<file path="config.mk">
export PLATFORM = sky130hd
export DESIGN_NAME = frame_scanner
export DESIGN_NICKNAME = d
export VERILOG_FILES = /design/src/rtl/frame_scanner.sv
export SDC_FILE = /design/constraint.sdc
export NUM_CORES = 1
export LEC_CHECK = 0
export BUFFER_PORTS_ARGS = -buffer_cell sky130_fd_sc_hd__buf_2
export CAP_MARGIN = 20
export CORE_ASPECT_RATIO = 0.8
export CORE_MARGIN = 5
export CORE_UTILIZATION = 35
export DETAILED_ROUTE_END_ITERATION = 8
export SLEW_MARGIN = 20
export SYNTH_ARGS = -nofsm -noshare
export SYNTH_HDL_FRONTEND = slang
export SYNTH_SLANG_ARGS = --single-unit
export TNS_END_PERCENT = 100
</file>
<file path="constraint.sdc">
create_clock -name clk -period 4.45 [get_ports clk]
set_input_delay 0.89 -clock clk [delete_from_list [all_inputs] [get_ports clk]]
set_output_delay 0.89 -clock clk [all_outputs]
set_load 0.02 [all_outputs]
</file>
<file path="src/rtl/frame_scanner.sv">
// Raster-order read controller for the ping-pong pixel buffer: streams the front buffer as pixel beats.
// Swaps buffers at a frame boundary only when the renderer has signalled a new frame; otherwise repeats.
module frame_scanner #(
  parameter int COLS   = 32,
  parameter int ROWS   = 32,
  parameter int ADDR_W = 10,
  parameter int PIX_W  = 12
) (
  input  logic                      clk,
  input  logic                      rst_n,
  input  logic                      en,
  input  logic                      frame_ready,
  output logic                      swap_en,
  output logic                      swap_done,
  output logic [ADDR_W-1:0]         r_addr,
  input  logic [PIX_W-1:0]          rdata,
  output logic [PIX_W-1:0]          pix_data,
  output logic [$clog2(COLS)-1:0]   pix_x,
  output logic [$clog2(ROWS)-1:0]   pix_y,
  output logic                      pix_sof,
  output logic                      pix_eol,
  output logic                      pix_eof,
  output logic                      pix_valid,
  input  logic                      pix_ready
);
  localparam int N  = COLS * ROWS;
  localparam int CW = $clog2(N + 1);
  localparam int XW = $clog2(COLS);
  localparam int YW = $clog2(ROWS);
  localparam logic [CW-1:0] N_L    = CW'(N);
  localparam logic [CW-1:0] LAST_L = CW'(N - 1);
  localparam logic [XW-1:0] XLAST  = XW'(COLS - 1);

  typedef enum logic [1:0] {S_IDLE, S_SCAN, S_END, S_SWAP} state_t;

  state_t            state;
  logic              pending;
  logic              done_q;
  logic [CW-1:0]     rc;
  logic [CW-1:0]     bc;
  logic              inflight;
  logic [PIX_W-1:0]  fifo0, fifo1;
  logic              wr_ptr, rd_ptr;
  logic [1:0]        cnt;

  logic              pop, rd_issue, wr, fifo_pop;
  logic [PIX_W-1:0]  head;
  logic [1:0]        cnt_nxt;

  // An empty FIFO passes the in-flight read data straight through so the first beat is not delayed.
  always_comb begin
    head      = (cnt == 2'd0) ? rdata : (rd_ptr ? fifo1 : fifo0);
    pix_valid = (cnt != 2'd0) | inflight;
    pop       = pix_valid & pix_ready & en;
    fifo_pop  = pop & (cnt != 2'd0);
    wr        = inflight & ~(pop & (cnt == 2'd0));
    rd_issue  = (state == S_SCAN) && (rc < N_L) &&
                (({1'b0, cnt} + {2'b00, inflight}) < (3'd2 + {2'b00, pop}));
    cnt_nxt   = cnt + {1'b0, wr} - {1'b0, fifo_pop};
  end

  assign r_addr    = ADDR_W'(rc);
  assign swap_en   = en & (state == S_SWAP);
  assign swap_done = en & done_q;
  assign pix_data  = pix_valid ? head : '0;
  assign pix_x     = XW'(32'(bc) % COLS);
  assign pix_y     = YW'(32'(bc) / COLS);
  assign pix_sof   = pix_valid & (bc == '0);
  assign pix_eol   = pix_valid & (pix_x == XLAST);
  assign pix_eof   = pix_valid & (bc == LAST_L);

  always_ff @(posedge clk or negedge rst_n) begin
    if (!rst_n) begin
      state    <= S_IDLE;
      pending  <= 1'b0;
      done_q   <= 1'b0;
      rc       <= '0;
      bc       <= '0;
      inflight <= 1'b0;
      fifo0    <= '0;
      fifo1    <= '0;
      wr_ptr   <= 1'b0;
      rd_ptr   <= 1'b0;
      cnt      <= 2'd0;
    end else if (en) begin
      pending  <= (pending & (state != S_SWAP)) | frame_ready;
      done_q   <= (state == S_SWAP);
      inflight <= rd_issue;
      cnt      <= cnt_nxt;
      if (rd_issue) rc <= rc + 1'b1;
      if (pop) bc <= bc + 1'b1;
      if (wr) begin
        if (wr_ptr) fifo1 <= rdata;
        else        fifo0 <= rdata;
        wr_ptr <= ~wr_ptr;
      end
      if (fifo_pop) rd_ptr <= ~rd_ptr;
      case (state)
        S_IDLE: if (pending | frame_ready) state <= S_SWAP;
        S_SWAP: begin
          rc    <= '0;
          bc    <= '0;
          state <= S_SCAN;
        end
        S_SCAN: if (pop && bc == LAST_L) state <= S_END;
        S_END: begin
          // A frame_ready arriving in this very cycle still wins the swap.
          rc    <= '0;
          bc    <= '0;
          state <= (pending | frame_ready) ? S_SWAP : S_SCAN;
        end
        default: state <= S_IDLE;
      endcase
    end
  end
endmodule

</file>
==> results.yml, run 1 <==
outcome:
  status: "complete, no violations"
floorplan:
  core_mm2: 0.00892
  rows: 31
  io_pins: 55
  die_area_mm2: 0.0110
  start_util_pct: 35.2
  die_w_um: 116
  chipHeight_um: 94.8
grt:
  grt_pass1_vias: 2243
  grt_use_met2_pct: 19.2
  antenna_found_initial: 0
  grt.overflow.total: 0
  grt.total_usage_pct: 12.5
  grt_pass1_wl_mm: 11.0
  grt_busiest_layer: "met2"
  grtUsageMet1_pct: 17.6
  gr-usage-met3_pct: 3.20
  grt_start_max_net_pins: 53
clocking:
  post_cts_resized: 0
  hold_buffers: 0
  cts_buffers: 5
  clk_latency_ps: 290
  cts.htree.levels: 2
  clockBufferDepth: 2
  cts_sinks: 55
  cts_tree: "done"
  path_clk_slew_ps: 70
  postCtsSetupBuffers: 0
  cts_root_buf: "clkbuf_16"
setup_path:
  cp-end-kind: "output port"
  cp.required_ps: 3560
  rr_startpoint: "inflight$_DFFE_PN0P_"
  reg2reg_depth: 4
  crit_type: "reg2out"
  arrival_ps: 1990
  rrSetupSlack_ps: 1890
  rr_endpoint: "fifo0[4]$_DFFE_PN0P_"
  path_max_fanout: 26
  cp-start-kind: "flop"
finish:
  fillers: 892
  antenna_cells: 0
  nNetsFinal: 349
  drive_above_1_share_pct: 30.5
  mostFrequentLayoutCell: "dfrtp_1"
  final_cells: 440
  fin_area_mm2: 0.00346
  final_cell_mix: "dfrtp_1, buf_2, mux2_2"
  area_growth_pct: 9.95
power_and_ir_drop:
  sw_frac_of_total_pct: 41.6
  p_clk_share_pct: 17.5
  combinationalPowerShare_pct: 42.6
  p_per_area_mw_per_mm2: 630
  seqPwrFrac_pct: 39.9
  ir_drop_mv: 0.188
  intPower_mw: 1.27
  switchingPower_mw: 0.904
  power_leakage_nw: 1.60
detailed_routing:
  wl_per_cell_um: 14.6
  drt_first_pass_iters: 5
  dr_total_vias: 2228
  first_iter_violations: 77
  vias_per_cell: 5.06
  finalWirelength_mm: 6.43
  ant_nets: 0
  drcViolationCount: 0
hold_path:
  hp-class: "in2async"
timing:
  setup_viol: 0
  hold_slack_ps: 395
  fmax_ghz: 0.347
  clock_skew_ps: 5.22
  relSlewSlack_pct: 29.6
  setup-tns-final_ps: 0
  rsz0062_at_grt: "false"
  tightest_slew_ps: 1050
  finalHoldViolCount: 0
  slew_violations: 0
  fin_crit_ps: 2880
  finalCritPeriodShare_pct: 64.8
job:
  cap_violations: 0
placement:
  gp_congestion: 0.768
  place_inst: 432
  dp_hpwl_mm: 4.53
  placed_area_mm2: 0.00332
  io_buffers: 54
synth:
  syn-num-nets: 323
  synth_cells: 298
  synth_edf_count: 0
  async_reset_ff_share_pct: 100
  syn_avg_cell_area_um2: 10.6
  yosysWarnings: 0
  synth_area_mm2: 0.00314
  ys.flop_type: "dfrtp_1"
  ys_types: 53
  ys_seq_area_share_pct: 43.8
  synth_seq_cells: 55
area by class of cell:
| cell class | count | area (um^2) | share of cell area (%) |
|---|---|---|---|
| Clock buffer | 6 | 129 | 3.73 |
| Clock inverter | 2 | 12.5 | 0.362 |
| Inverter | 8 | 30.0 | 0.869 |
| Multi-Input combinational cell | 199 | 1490 | 43.0 |
| Sequential cell | 55 | 1380 | 39.8 |
| Tap cell | 115 | 144 | 4.16 |
| Timing Repair Buffer | 55 | 278 | 8.03 |
sequential cells by signal (all words and copies together) (netlist names):
register	cells
fifo0	12
fifo1	12
bc	11
rc	11
cnt	2
state	2
done_q	1
inflight	1
pending	1
rd_ptr	1
wr_ptr	1
power by group through the flow:
| stage | Clock, mW | Combinational [mW] | Sequential (mW) |
|---|---|---|---|
| floorplan | 0 | 0.828 | 0.774 |
| global placement | 0 | 0.916 | 0.871 |
| detailed placement | 0 | 0.936 | 0.879 |
| CTS | 0.394 | 0.938 | 0.870 |
| global route | 0.410 | 1.04 | 0.899 |
| finish | 0.382 | 0.927 | 0.868 |
worst max-delay path by stage:
stage / from / endpoint / slack (ps) / cells past startpoint
finish: cnt[0]$_DFFE_PN0P_ / pix_data[11] / 1570 / 4
global route: cnt[0]$_DFFE_PN0P_ / pix_data[0] / 1270 / 4
CTS: cnt[0]$_DFFE_PN0P_ / pix_data[11] / 1560 / 4
detailed placement: en / fifo0[4]$_DFFE_PN0P_ / 1470 / 5
global placement: en / fifo0[4]$_DFFE_PN0P_ / 1490 / 5
floorplan: en / swap_en / 1890 / 5
worst max-delay path, cell delays in order (launching register included):
cell and delay (ps):
dfrtp_1 480, nor2_2 710, nand3_1 130, o21ai_0 150, buf_2 220
stage by stage:
| stage | power (mW) | setup slack (ps) | utilization, % |
|---|---|---|---|
| 2_1_floorplan | 1.60 | 1890 | - |
| 3_3_place_gp | 1.79 | 1490 | 37.2 |
| 3_5_place_dp | 1.81 | 1470 | 37.2 |
| 4_1_cts | 2.20 | 1560 | 38.8 |
| 5_1_grt | 2.34 | 1270 | 38.8 |
| 6_report | 2.18 | 1570 | 38.8 |
cell usage after synthesis (all sizes together) (2+ instances only):
cell type	instances	share of area (%)
or3	7	1.4
nor2	10	1.3
o22ai	3	0.60
nand2	14	1.7
inv	8	0.96
and3	5	0.99
a21oi	10	1.6
nor2b	3	0.60
mux2	26	9.3
ha	8	3.2
nor4	7	2.1
nor4b	2	1.0
and4	4	1.1
nand4	3	0.60
xor2	5	1.4
buf	26	6.1
o311ai	2	0.80
a211o	2	0.56
xnor2	2	0.56
clkbuf	10	1.8
nand3	20	3.2
dfrtp	55	44
o21ai	24	3.8
mux2i	13	4.1
and2	5	1.0
a221o	3	0.96
o211ai	3	0.72
nor3	4	0.64
cells by family (layout without fill, tap and decap cells):
kind of cell	Yosys count	after routing	synth area share, %
fa+ha+maj	8	8	3.18
simple gates	89	89	17.2
mux	39	39	13.4
xor+xnor	7	7	1.95
flops	55	55	43.8
compound gates	56	56	11.5
buf+inv	44	71	8.91
per-layer routing:
metal / part of all wire [%] / up-vias
met5: 0 / -
met4: 0.95 / 0
met3: 4.4 / 4
met2: 45 / 35
met1: 50 / 1066
li1: - / 1123
Power figures use the tool's default switching activity.
==> run 2, diff against run 1 <==
--- a/config.mk
+++ b/config.mk
@@ -5,6 +5,7 @@
 export SDC_FILE = /design/constraint.sdc
 export NUM_CORES = 1
 export LEC_CHECK = 0
+export ABC_AREA = 1
 export BUFFER_PORTS_ARGS = -buffer_cell sky130_fd_sc_hd__buf_2
 export CAP_MARGIN = 20
 export CORE_ASPECT_RATIO = 0.8
==> constraint.sdc (replaced) <==
create_clock -name clk -period 2.8 [get_ports clk]
set_input_delay 0.56 -clock clk [delete_from_list [all_inputs] [get_ports clk]]
set_output_delay 0.56 -clock clk [all_outputs]
set_load 0.02 [all_outputs]
==> results.yml, run 2 <==
timing:
  fmax_ghz: 0.408
  slew_violations: 0
  setup_viol: 0
  fin_crit_ps: 2450
  finalCritPeriodShare_pct: 87.6
  tightest_slew_ps: 649
  rsz0062_at_grt: "false"
  setup-tns-final_ps: 0
  finalHoldViolCount: 0
  clock_skew_ps: 5.37
  relSlewSlack_pct: 56.7
synth:
  ys_seq_area_share_pct: 41.0
  synth_cells: 409
  yosys.area.top_type: "dfrtp_1"
  synth_most_common_cell: "nand2_1"
  ys.flop_type: "dfrtp_1"
  ys_types: 34
  synth_top_area_share_pct: 41.0
  async_reset_ff_share_pct: 100
  synth_common_cells: "nand2_1, dfrtp_1, inv_1, nand3_1, nor2_1"
  synth_area_mm2: 0.00336
  syn-num-nets: 434
  synth_seq_cells: 55
  syn_avg_cell_area_um2: 8.20
  synth_edf_count: 0
  yosysWarnings: 0
  synthTopCellsByArea: "dfrtp_1, nand2_1, o21ai_2, inv_1, nand3_1"
setup_path:
  max_stage_delay_ps: 490
  path_buf_inv: 2
  reg2reg_depth: 8
  arrival_ps: 1890
  cp-start-kind: "flop"
  path_max_fanout: 24
  rr_endpoint: "rc[3]$_DFFE_PN0P_"
  rrSetupSlack_ps: 870
  cp.required_ps: 2240
  cp-end-kind: "output port"
  crit_type: "reg2out"
  cp.depth: 5
  crit_slowest_cell: "inv_1"
  cp_cell_sequence: "nor2_4 > inv_1 > o21ai_0 > o32ai_1 > buf_2"
  rr_startpoint: "cnt[0]$_DFFE_PN0P_"
  cp_top_family: "buffers and inverters"
floorplan:
  start_util_pct: 35.4
  rows: 32
  die_w_um: 119
  die_area_mm2: 0.0117
  core_mm2: 0.00949
  chipHeight_um: 97.6
  io_pins: 55
detailed_routing:
  vias_per_cell: 4.90
  wl_per_cell_um: 13.5
  drt_first_pass_iters: 4
  ant_nets: 0
  finalWirelength_mm: 7.54
  dr_total_vias: 2737
  drcViolationCount: 0
  first_iter_violations: 159
placement:
  place_inst: 551
  gp_congestion: 0.820
  dp_hpwl_mm: 5.43
  io_buffers: 54
  placed_area_mm2: 0.00353
finish:
  antenna_cells: 0
  fin_area_mm2: 0.00369
  mostFrequentLayoutCell: "nand2_1"
  largestRegisters: "fifo0: 12 flops, fifo1: 12 flops"
  area_growth_pct: 9.92
  final_cells: 559
  drive_above_1_share_pct: 23.9
  final_cell_mix: "nand2_1, dfrtp_1, buf_2"
  nNetsFinal: 464
clocking:
  cts.htree.levels: 2
  path_clk_slew_ps: 70
  post_cts_resized: 0
  postCtsSetupBuffers: 0
  cts_buffers: 5
  hold_buffers: 0
  clockBufferDepth: 2
  cts_tree: "done"
  cts_root_buf: "clkbuf_16"
  clk_latency_ps: 290
  cts_sinks: 55
job:
  cap_violations: 0
grt:
  grt_use_met2_pct: 20.5
  grt.overflow.total: 0
  antenna_found_initial: 0
  grtUsageMet1_pct: 18.4
  grt_start_max_net_pins: 36
  grt_busiest_layer: "met2"
  gr-usage-met3_pct: 3.67
  grt.total_usage_pct: 13.3
  grt_pass1_wl_mm: 12.8
  grt_pass1_vias: 2605
power_and_ir_drop:
  ir_drop_mv: 0.574
  power_leakage_nw: 1.88
  p_per_area_mw_per_mm2: 1110
hold_path:
  hp-class: "in2async"
outcome:
  status: "complete, no violations"
-- run 2: layout make-up --
| type | count | area [um^2] |
|---|---|---|
| inverter | 54 | 205 |
| sequential | 55 | 1380 |
| multi-input combinational | 266 | 1510 |
| tap | 119 | 149 |
| timing repair buffer | 57 | 293 |
| clock buffer | 8 | 156 |
| fill | 974 | 5800 |
-- run 2: how the worst max path moves through the flow --
stage	start	end
detailed placement	en	cnt[1]$_DFFE_PN0P_
finish	cnt[0]$_DFFE_PN0P_	pix_data[6]
floorplan	bc[0]$_DFFE_PN0P_	pix_eof
global route	cnt[0]$_DFFE_PN0P_	pix_data[3]
CTS	cnt[0]$_DFFE_PN0P_	pix_data[6]
global placement	en	cnt[1]$_DFFE_PN0P_
-- run 2: report_power, final --
group	switching (mW)	internal, mW	total, mW
sequential	0.333	1.11	1.44
combinational	1.29	0.692	1.98
clock	0.286	0.382	0.668
total	1.91	2.18	4.09
-- run 2: layer usage --
layer,up-vias,part of all wire (%)
met5,-,0
met4,0,0.84
met3,7,5.4
met2,59,43
met1,1294,50
li1,1377,-
-- run 2: kinds of logic (layout without fill, tap and decap cells) --
group,Yosys count,in the layout,synth area share (%)
compound gates,73,73,15.2
xor+xnor,8,8,2.09
fa+ha+maj,8,8,2.98
buf+inv,88,119,14.0
flops,55,55,41.0
simple gates,177,177,24.7
-- run 2: through the flow --
stage | hold slack, ps | worst slack (ps) | util (%) | power [mW]
floorplan | 264 | 737 | - | 3.06
global placement | 462 | 670 | 37.2 | 3.40
detailed placement | 468 | 633 | 37.2 | 3.45
CTS | 256 | 345 | 38.9 | 4.14
global route | 272 | 144 | 38.9 | 4.41
finish | 239 | 346 | 38.9 | 4.09
